===== src/rtl/ws28xx_strip_driver.sv =====
// Serial LED strip driver: fetches pixels from a 1-cycle-latency RAM port and
// emits WS28xx-style pulse-width symbols, followed by a low latch period.
module ws28xx_strip_driver #(
  parameter int LED_COUNT      = 64,
  parameter int ADDR_WIDTH     = 9,
  parameter int BITS_PER_PIXEL = 24,
  parameter int REVERSE        = 0,
  parameter int CYCLES_0_HIGH  = 21,
  parameter int CYCLES_1_HIGH  = 42,
  parameter int CYCLES_BIT     = 63,
  parameter int CYCLES_RESET   = 2600
) (
  input  logic                      clk_i,
  input  logic                      rst_i,
  input  logic                      start_i,
  input  logic                      continuous_i,
  output logic [ADDR_WIDTH-1:0]     address_o,
  input  logic [BITS_PER_PIXEL-1:0] pixel_i,
  output logic                      busy_o,
  output logic                      frame_done_o,
  output logic                      data_o
);

  localparam int PHASE_MAX = (CYCLES_BIT > CYCLES_RESET) ? CYCLES_BIT : CYCLES_RESET;
  localparam int PW        = $clog2(PHASE_MAX + 1);
  localparam int BW        = $clog2(BITS_PER_PIXEL);

  localparam logic [PW-1:0]         PH_ONE       = PW'(1);
  localparam logic [PW-1:0]         PH_HIGH0     = PW'(CYCLES_0_HIGH);
  localparam logic [PW-1:0]         PH_HIGH1     = PW'(CYCLES_1_HIGH);
  localparam logic [PW-1:0]         PH_BIT_LAST  = PW'(CYCLES_BIT - 1);
  localparam logic [PW-1:0]         PH_RST_LAST  = PW'(CYCLES_RESET - 1);
  localparam logic [BW-1:0]         BIT_FIRST    = BW'(BITS_PER_PIXEL - 1);
  localparam logic [ADDR_WIDTH-1:0] IDX_LAST     = ADDR_WIDTH'(LED_COUNT - 1);
  localparam logic [ADDR_WIDTH-1:0] IDX_END      = ADDR_WIDTH'(LED_COUNT);

  generate
    if (CYCLES_0_HIGH == 0 || CYCLES_1_HIGH >= CYCLES_BIT ||
        CYCLES_0_HIGH >= CYCLES_1_HIGH ||
        (BITS_PER_PIXEL != 24 && BITS_PER_PIXEL != 32) ||
        LED_COUNT < 1 || LED_COUNT > (1 << ADDR_WIDTH)) begin : g_bad_params
      $error("ws28xx_strip_driver: invalid parameter combination");
    end
  endgenerate

  typedef enum logic [1:0] {
    S_IDLE  = 2'd0,
    S_FETCH = 2'd1,
    S_BIT   = 2'd2,
    S_LATCH = 2'd3
  } state_t;

  state_t                    state_reg;
  state_t                    state_next;
  logic [PW-1:0]             phase_reg;
  logic [BW-1:0]             bit_cnt_reg;
  logic [ADDR_WIDTH-1:0]     index_reg;
  logic [BITS_PER_PIXEL-1:0] shift_reg;
  logic                      data_reg;

  logic fetch_end;
  logic bit_end;
  logic last_bit;
  logic last_pixel;
  logic latch_end;
  logic symbol_level;

  assign fetch_end    = (phase_reg == PH_ONE);
  assign bit_end      = (phase_reg == PH_BIT_LAST);
  assign last_bit     = (bit_cnt_reg == '0);
  // index_reg already points one past the pixel on the wire (prefetch)
  assign last_pixel   = (index_reg == IDX_END);
  assign latch_end    = (phase_reg == PH_RST_LAST);
  assign symbol_level = (phase_reg < (shift_reg[BITS_PER_PIXEL-1] ? PH_HIGH1 : PH_HIGH0));

  always_ff @(posedge clk_i) begin
    if (rst_i) begin
      state_reg <= S_IDLE;
    end else begin
      state_reg <= state_next;
    end
  end

  always_comb begin
    state_next = state_reg;
    case (state_reg)
      S_IDLE:  if (start_i || continuous_i) state_next = S_FETCH;
      S_FETCH: if (fetch_end) state_next = S_BIT;
      S_BIT:   if (bit_end && last_bit && last_pixel) state_next = S_LATCH;
      S_LATCH: if (latch_end) state_next = continuous_i ? S_FETCH : S_IDLE;
      default: state_next = S_IDLE;
    endcase
  end

  always_comb begin
    busy_o       = (state_reg != S_IDLE);
    frame_done_o = (state_reg == S_LATCH) && latch_end;
    address_o    = (REVERSE != 0) ? (IDX_LAST - index_reg) : index_reg;
    data_o       = data_reg;
  end

  always_ff @(posedge clk_i) begin
    if (rst_i) begin
      phase_reg   <= '0;
      bit_cnt_reg <= '0;
      index_reg   <= '0;
      shift_reg   <= '0;
      data_reg    <= 1'b0;
    end else begin
      data_reg <= (state_reg == S_BIT) && symbol_level;
      case (state_reg)
        S_IDLE: begin
          phase_reg <= '0;
          index_reg <= '0;
        end
        S_FETCH: begin
          if (fetch_end) begin
            shift_reg   <= pixel_i;
            index_reg   <= index_reg + 1'b1;
            bit_cnt_reg <= BIT_FIRST;
            phase_reg   <= '0;
          end else begin
            phase_reg <= phase_reg + 1'b1;
          end
        end
        S_BIT: begin
          if (bit_end) begin
            phase_reg <= '0;
            if (!last_bit) begin
              shift_reg   <= shift_reg << 1;
              bit_cnt_reg <= bit_cnt_reg - 1'b1;
            end else if (!last_pixel) begin
              // next pixel was prefetched during this one: no inter-pixel gap
              shift_reg   <= pixel_i;
              index_reg   <= index_reg + 1'b1;
              bit_cnt_reg <= BIT_FIRST;
            end else begin
              index_reg <= '0;
            end
          end else begin
            phase_reg <= phase_reg + 1'b1;
          end
        end
        S_LATCH: begin
          phase_reg <= latch_end ? '0 : phase_reg + 1'b1;
        end
        default: begin
          phase_reg <= '0;
        end
      endcase
    end
  end

endmodule

===== config.mk =====
export PLATFORM = sky130hd
export DESIGN_NAME = ws28xx_strip_driver
export DESIGN_NICKNAME = d
export VERILOG_FILES = /design/src/rtl/ws28xx_strip_driver.sv
export SDC_FILE = /design/constraint.sdc
export NUM_CORES = 1
export LEC_CHECK = 0
export ABC_AREA = 1
export BUFFER_PORTS_ARGS = -buffer_cell sky130_fd_sc_hd__buf_2
export CORE_MARGIN = 2
export CORE_UTILIZATION = 46
export DETAILED_ROUTE_END_ITERATION = 10
export PLACE_DENSITY = 0.71
export SYNTH_ARGS = -nofsm -noshare
export SYNTH_HDL_FRONTEND = slang
export SYNTH_SLANG_ARGS = --single-unit
export TNS_END_PERCENT = 30

===== constraint.sdc =====
create_clock -name clk_i -period 2.05 [get_ports clk_i]
set_input_delay 0.41 -clock clk_i [delete_from_list [all_inputs] [get_ports clk_i]]
set_output_delay 0.41 -clock clk_i [all_outputs]
set_load 0.005 [all_outputs]

# After elaboration in Yosys (flattened, before gate mapping)

Index checks and enable logic that the tools add are counted.

Add/sub/neg operators: 3
$mul: 0
Div/mod/pow operators: 0
Magnitude comparators: 1
Equality and inequality tests: 14
Shift operators: 0
Multiplexer cells: 26
Bitwise gates (word level): 0
Reductions and logical operators: 13

Operators with widths:

| kind                    | number |
|---|---|
| $mux W24                | 4 |
| $pmux W12 S4            | 1 |
| $pmux W24 S2            | 1 |
| $mux W12                | 3 |
| $mux W9                 | 4 |
| $pmux W9 S3             | 1 |
| $mux W5                 | 4 |
| $add A12 B1 Y12 const B | 1 |
| $eq A12 B1 Y1 const B   | 1 |
| $eq A12 B12 Y1 const B  | 1 |
| $eq A12 B6 Y1 const B   | 1 |
| $lt A12 B6 Y1           | 1 |
| $ne A2 B2 Y1 const B    | 6 |
| $reduce_and A4 Y1       | 3 |
| $pmux W5 S2             | 1 |
| $add A9 B1 Y9 const B   | 1 |
| $eq A9 B7 Y1 const B    | 1 |
| $mux W2                 | 4 |
| $pmux W2 S4             | 1 |
| $mux W6                 | 1 |
| $logic_not A5 Y1        | 1 |
| $sub A5 B1 Y5 const B   | 1 |
| $eq A2 B2 Y1 const B    | 2 |
| $logic_and A1 B1 Y1     | 4 |
| other kinds (7)         | 8 |

Flip-flop bits (word level): 53
Latch bits: 0
RAM bits: 0
Memory bits (read-only): 0
Input bits: 28
Output and inout bits: 12
Memories: 0

# Logic depth before layout (Yosys ltp)

Depth after elaboration: 5
Mapped depth: 13
Depth with buffers taken out: 12

# Worst setup path before layout

No wires, ideal clock.

Kind: reg-to-reg
From: reg state_reg[0]
To: reg bit_cnt_reg[1]
Setup time: 0.116 ns
Data arrival time: 1.549 ns
Required time: 1.934 ns
Path slack: 0.385 ns
Stages on the path, launching flop included: 12
Cells stage by stage: dfxtp_1 -> inv_1 -> ha_1 -> inv_2 -> nand2_1 -> nand2_1 -> nand3_4 -> inv_2 -> nand3_4 -> buf_6 -> nor2_1 -> nor2_1

Word-level cells in the longest chain between the ends: 3

Ends and longest elaborated chain:

| element                                             | RTL line | text |
|---|---|---|
| from (decl)                                         | 53       | `state_t state_reg;` |
| from (signal assigned)                              | 80       | `state_reg <= state_next;` |
| $eq A2 B2 Y1 / $eq A2 B1 Y1 (equally long branches) | 111      | `case (state_reg)` |
| $ne A3 B3 Y1 (no line) (tied with other cells)      | --       |  |
| $reduce_and A4 Y1 (no line)                         | --       |  |
| to (signal assigned)                                | 131      | `bit_cnt_reg <= bit_cnt_reg - 1'b1;` |
| to (decl)                                           | 56       | `logic [BW-1:0] bit_cnt_reg;` |

Parallel ways exist; a longest one is shown, timed or not.
A chain may end at the register's enable or synchronous reset.

# Worst setup path in the final report

From: reg phase_reg[0]
To: out frame_done_o

Word-level cells in the longest chain between the ends: 2

Ends and longest elaborated chain:

| element                | RTL line | text |
|---|---|---|
| from (decl)            | 55       | `logic [PW-1:0] phase_reg;` |
| from (signal assigned) | 123      | `phase_reg <= phase_reg + 1'b1;` |
| from (signal assigned) | 141      | `phase_reg <= phase_reg + 1'b1;` |
| from (signal assigned) | 145      | `phase_reg <= latch_end ? '0 : phase_reg + 1'b1;` |
| $eq A12 B12 Y1         | 73       | `assign latch_end = (phase_reg == PH_RST_LAST);` |
| $logic_and A1 B1 Y1    | 97       | `frame_done_o = (state_reg == S_LATCH) && latch_end;` |
| to (decl)              | 20       | `output logic frame_done_o,` |

Every way passes these cells.

==> impl_metrics.toml <==
[floorplan]
die_h_um = 85.74
io_pins = 40
fp.dieW_um = 85.74
start_util_pct = 47.85
rows = 29
dieArea_sq_um = 7350
core_sq_um = 6422

[critical_path]
arrival_ns = 1.51
path_delay_family = "simple AND/OR/NAND/NOR gates"
critPathMaxFanout = 5
worst_ep_required_time_ns = 1.64
ff2ff_path_depth = 10
critPathBufInv = 1
slowest_delay_ns = 0.41
cp_num_cells = 6
path_cells = "ha_1 -> nand2_1 -> nor3_1 -> nand4_1 -> nor2_1 -> buf_2"
start_kind = "register"
endpoint_kind = "primary output"
crit_type = "reg2out"
cp_slowest_cell = "dfxtp_1"

[detailed_routing]
vias_per_cell = 5.078
routedWlPerCell_um = 11.95
vias = 2920
drcViolationCount = 5
postRouteAntennaNets = 0
drtPass1Iterations = 8
wirelength_mm = 6.871
drt_iter0_markers = 143

[cts]
cts-root-buf = "clkbuf_8"
clkLatencyLatePin_ns = 0.31
path_clk_slew_ns = 0.10
cts_tree = "yes"
htreeDepth = 2
cts_made_buffers = 5
cts_sinks = 53
cts_buffer_depth = 2

[timing]
hold_viol = 0
setup_viol = 0
rsz0062_at_grt = "true"
worst_pin_slew_ns = 0.3335
fmax_mhz = 521.3
finClkSkew_ns = 0.01142
timing.slew.headroom_pct = 77.74
maxSlewViolCount = 0
period_needed_ns = 1.918
finalCritPeriodShare_pct = 93.57

[yosys]
synth_top_cell_area_share_pct = 34.53
synth_area_leader_cell = "dfxtp_1"
yosys.cell_types.count = 30
synth_sequential_area_ratio_pct = 34.53
postSynthNetCount = 503
ys.warnings.count = 0
synth_area_sq_um = 3073
synthTopCellsByCount = "nand2_1, nor2_1, dfxtp_1"
synth-seq-cells = 53
postSynthCellCount = 460
synth_edf_count = 0
synthFlopType = "dfxtp_1"
ys_async_sr_fraction_pct = 0
syn_avg_cell_area_sq_um = 6.680
synth_area_leaders = "dfxtp_1, nand2_1, nor2_1"

[cells_and_area]
regArea_sq_um = 1062
drive_gt1_share_pct = 15.26
largest_reg_flops = 24
nFillCells = 643
multiInputGateArea_sq_um = 1782
areaGrowthSynthToFinish_pct = 12.42
utilization_pct = 53.79
antennaDiodeCount = 0
nets = 540
postLayoutCellArea_sq_um = 3455

[min_path]
hold_path_depth = 2
hold_class = "in2reg"

[global_route]
grt_pass1_wl_mm = 11.67
grt_max_degree = 31
grt_overflow = 0
grt_pass1_vias = 2675
grt_antenna_before_repair = 0
grt_usage_pct = 19.10

[placed_design]
post-dp-hpwl_mm = 4.674
portBuffers = 39
gp_congestion = 0.8110
place_area_sq_um = 3294

[power]
switching_share_pct = 45.66
power.net_switching_uw = 2069
clockPowerShare_pct = 13.3
comb_power_share_pct = 51.5
power_density_nw_per_um2 = 1312
seqPwrFrac_pct = 35.2
leakagePower_uw = 0.001596
ir_drop_mv = 0.7869
p_int_uw = 2463

[status]
violations = "design-rule violations"
status = "finished, violations left"

[job]
cap_violations = 0
-- per-layer routing --
metal  track usage, %  wire length, um
met1            24.78             3224
met2            32.17             3170
met3            3.657              362
met4            5.916              113
met5                0                0
-- final timing paths --
path                                   start             end  slack [ns]
worst min-delay path                   rst_i  bit_cnt_reg[4]        0.31
worst max-delay path            phase_reg[0]    frame_done_o        0.13
worst min register to register  shift_reg[0]    shift_reg[0]        0.48
worst max register to register  state_reg[0]   shift_reg[16]        0.15
-- layout make-up --
cell class / count / area share (%)
Multi-Input combinational cell: 353 / 51.58
Clock inverter: 3 / 0.6519
Clock buffer: 5 / 1.992
Inverter: 36 / 3.912
Tap cell: 77 / 2.789
Timing Repair Buffer: 48 / 8.330
Sequential cell: 53 / 30.75
-- logic make-up after synthesis --
group	Yosys count	share of synthesized area (%)
DFF	53	34.53
and+or+nand+nor	272	38.60
AOI/OAI and AO/OA	55	9.406
xor gates and xnor gates	9	2.565
adders and majority gates	15	6.107
buffers and inverters	56	8.795
-- cells in the final DEF, fill, tap and decap left out --
master / n
buf_4: 7
nand3_4: 3
nand3_1: 47
clkbuf_8: 5
o21ai_1: 1
nor2_4: 2
nand4_1: 3
or2_2: 1
buf_2: 39
dfxtp_1: 52
o21a_1: 1
nor3_1: 8
nand3_2: 2
clkinv_2: 1
xnor2_1: 1
nand2_1: 101
o211ai_1: 1
inv_1: 33
o21bai_2: 1
xor2_1: 8
ha_1: 14
nor3_2: 1
nor2_1: 101
nand2_2: 2
nor2_2: 1
inv_2: 3
dfxtp_2: 1
nand4_4: 1
o21ai_0: 35
a21oi_1: 15
buf_12: 2
a21boi_0: 1
nand3b_4: 1
clkinv_4: 2
ha_2: 1
-- timing repair --
item                                    4_1_cts  5_1_grt
buffers inserted                              0        2
hold buffers                                  0        0
resized for setup                             0        6
endpoints found under the setup margin        0       39
-- power by group through the flow --
stage          combinational [uW]  clock [uW]  sequential (uW)
2_1_floorplan                1770           0             1570
3_3_place_gp                 2100           0             1600
3_5_place_dp                 2150           0             1610
4_1_cts                      2160         627             1590
5_1_grt                      2660         658             1640
6_report                     2330         605             1590
-- metrics by stage --
step	setup TNS, ns	hold WS, ns	power, uW	cells	setup WS [ns]
finish	0	0.3107	4532	575	0.1317
global route	-0.1746	0.3195	4957	575	-0.03125
CTS	0	0.3022	4375	571	0.07750
detailed placement	0	0.4618	3763	563	0.08361
global placement	0	0.4643	3700	563	0.1831
floorplan	0	0.4355	3335	460	0.3850
No activity file was read; power rests on OpenSTA's default activity.
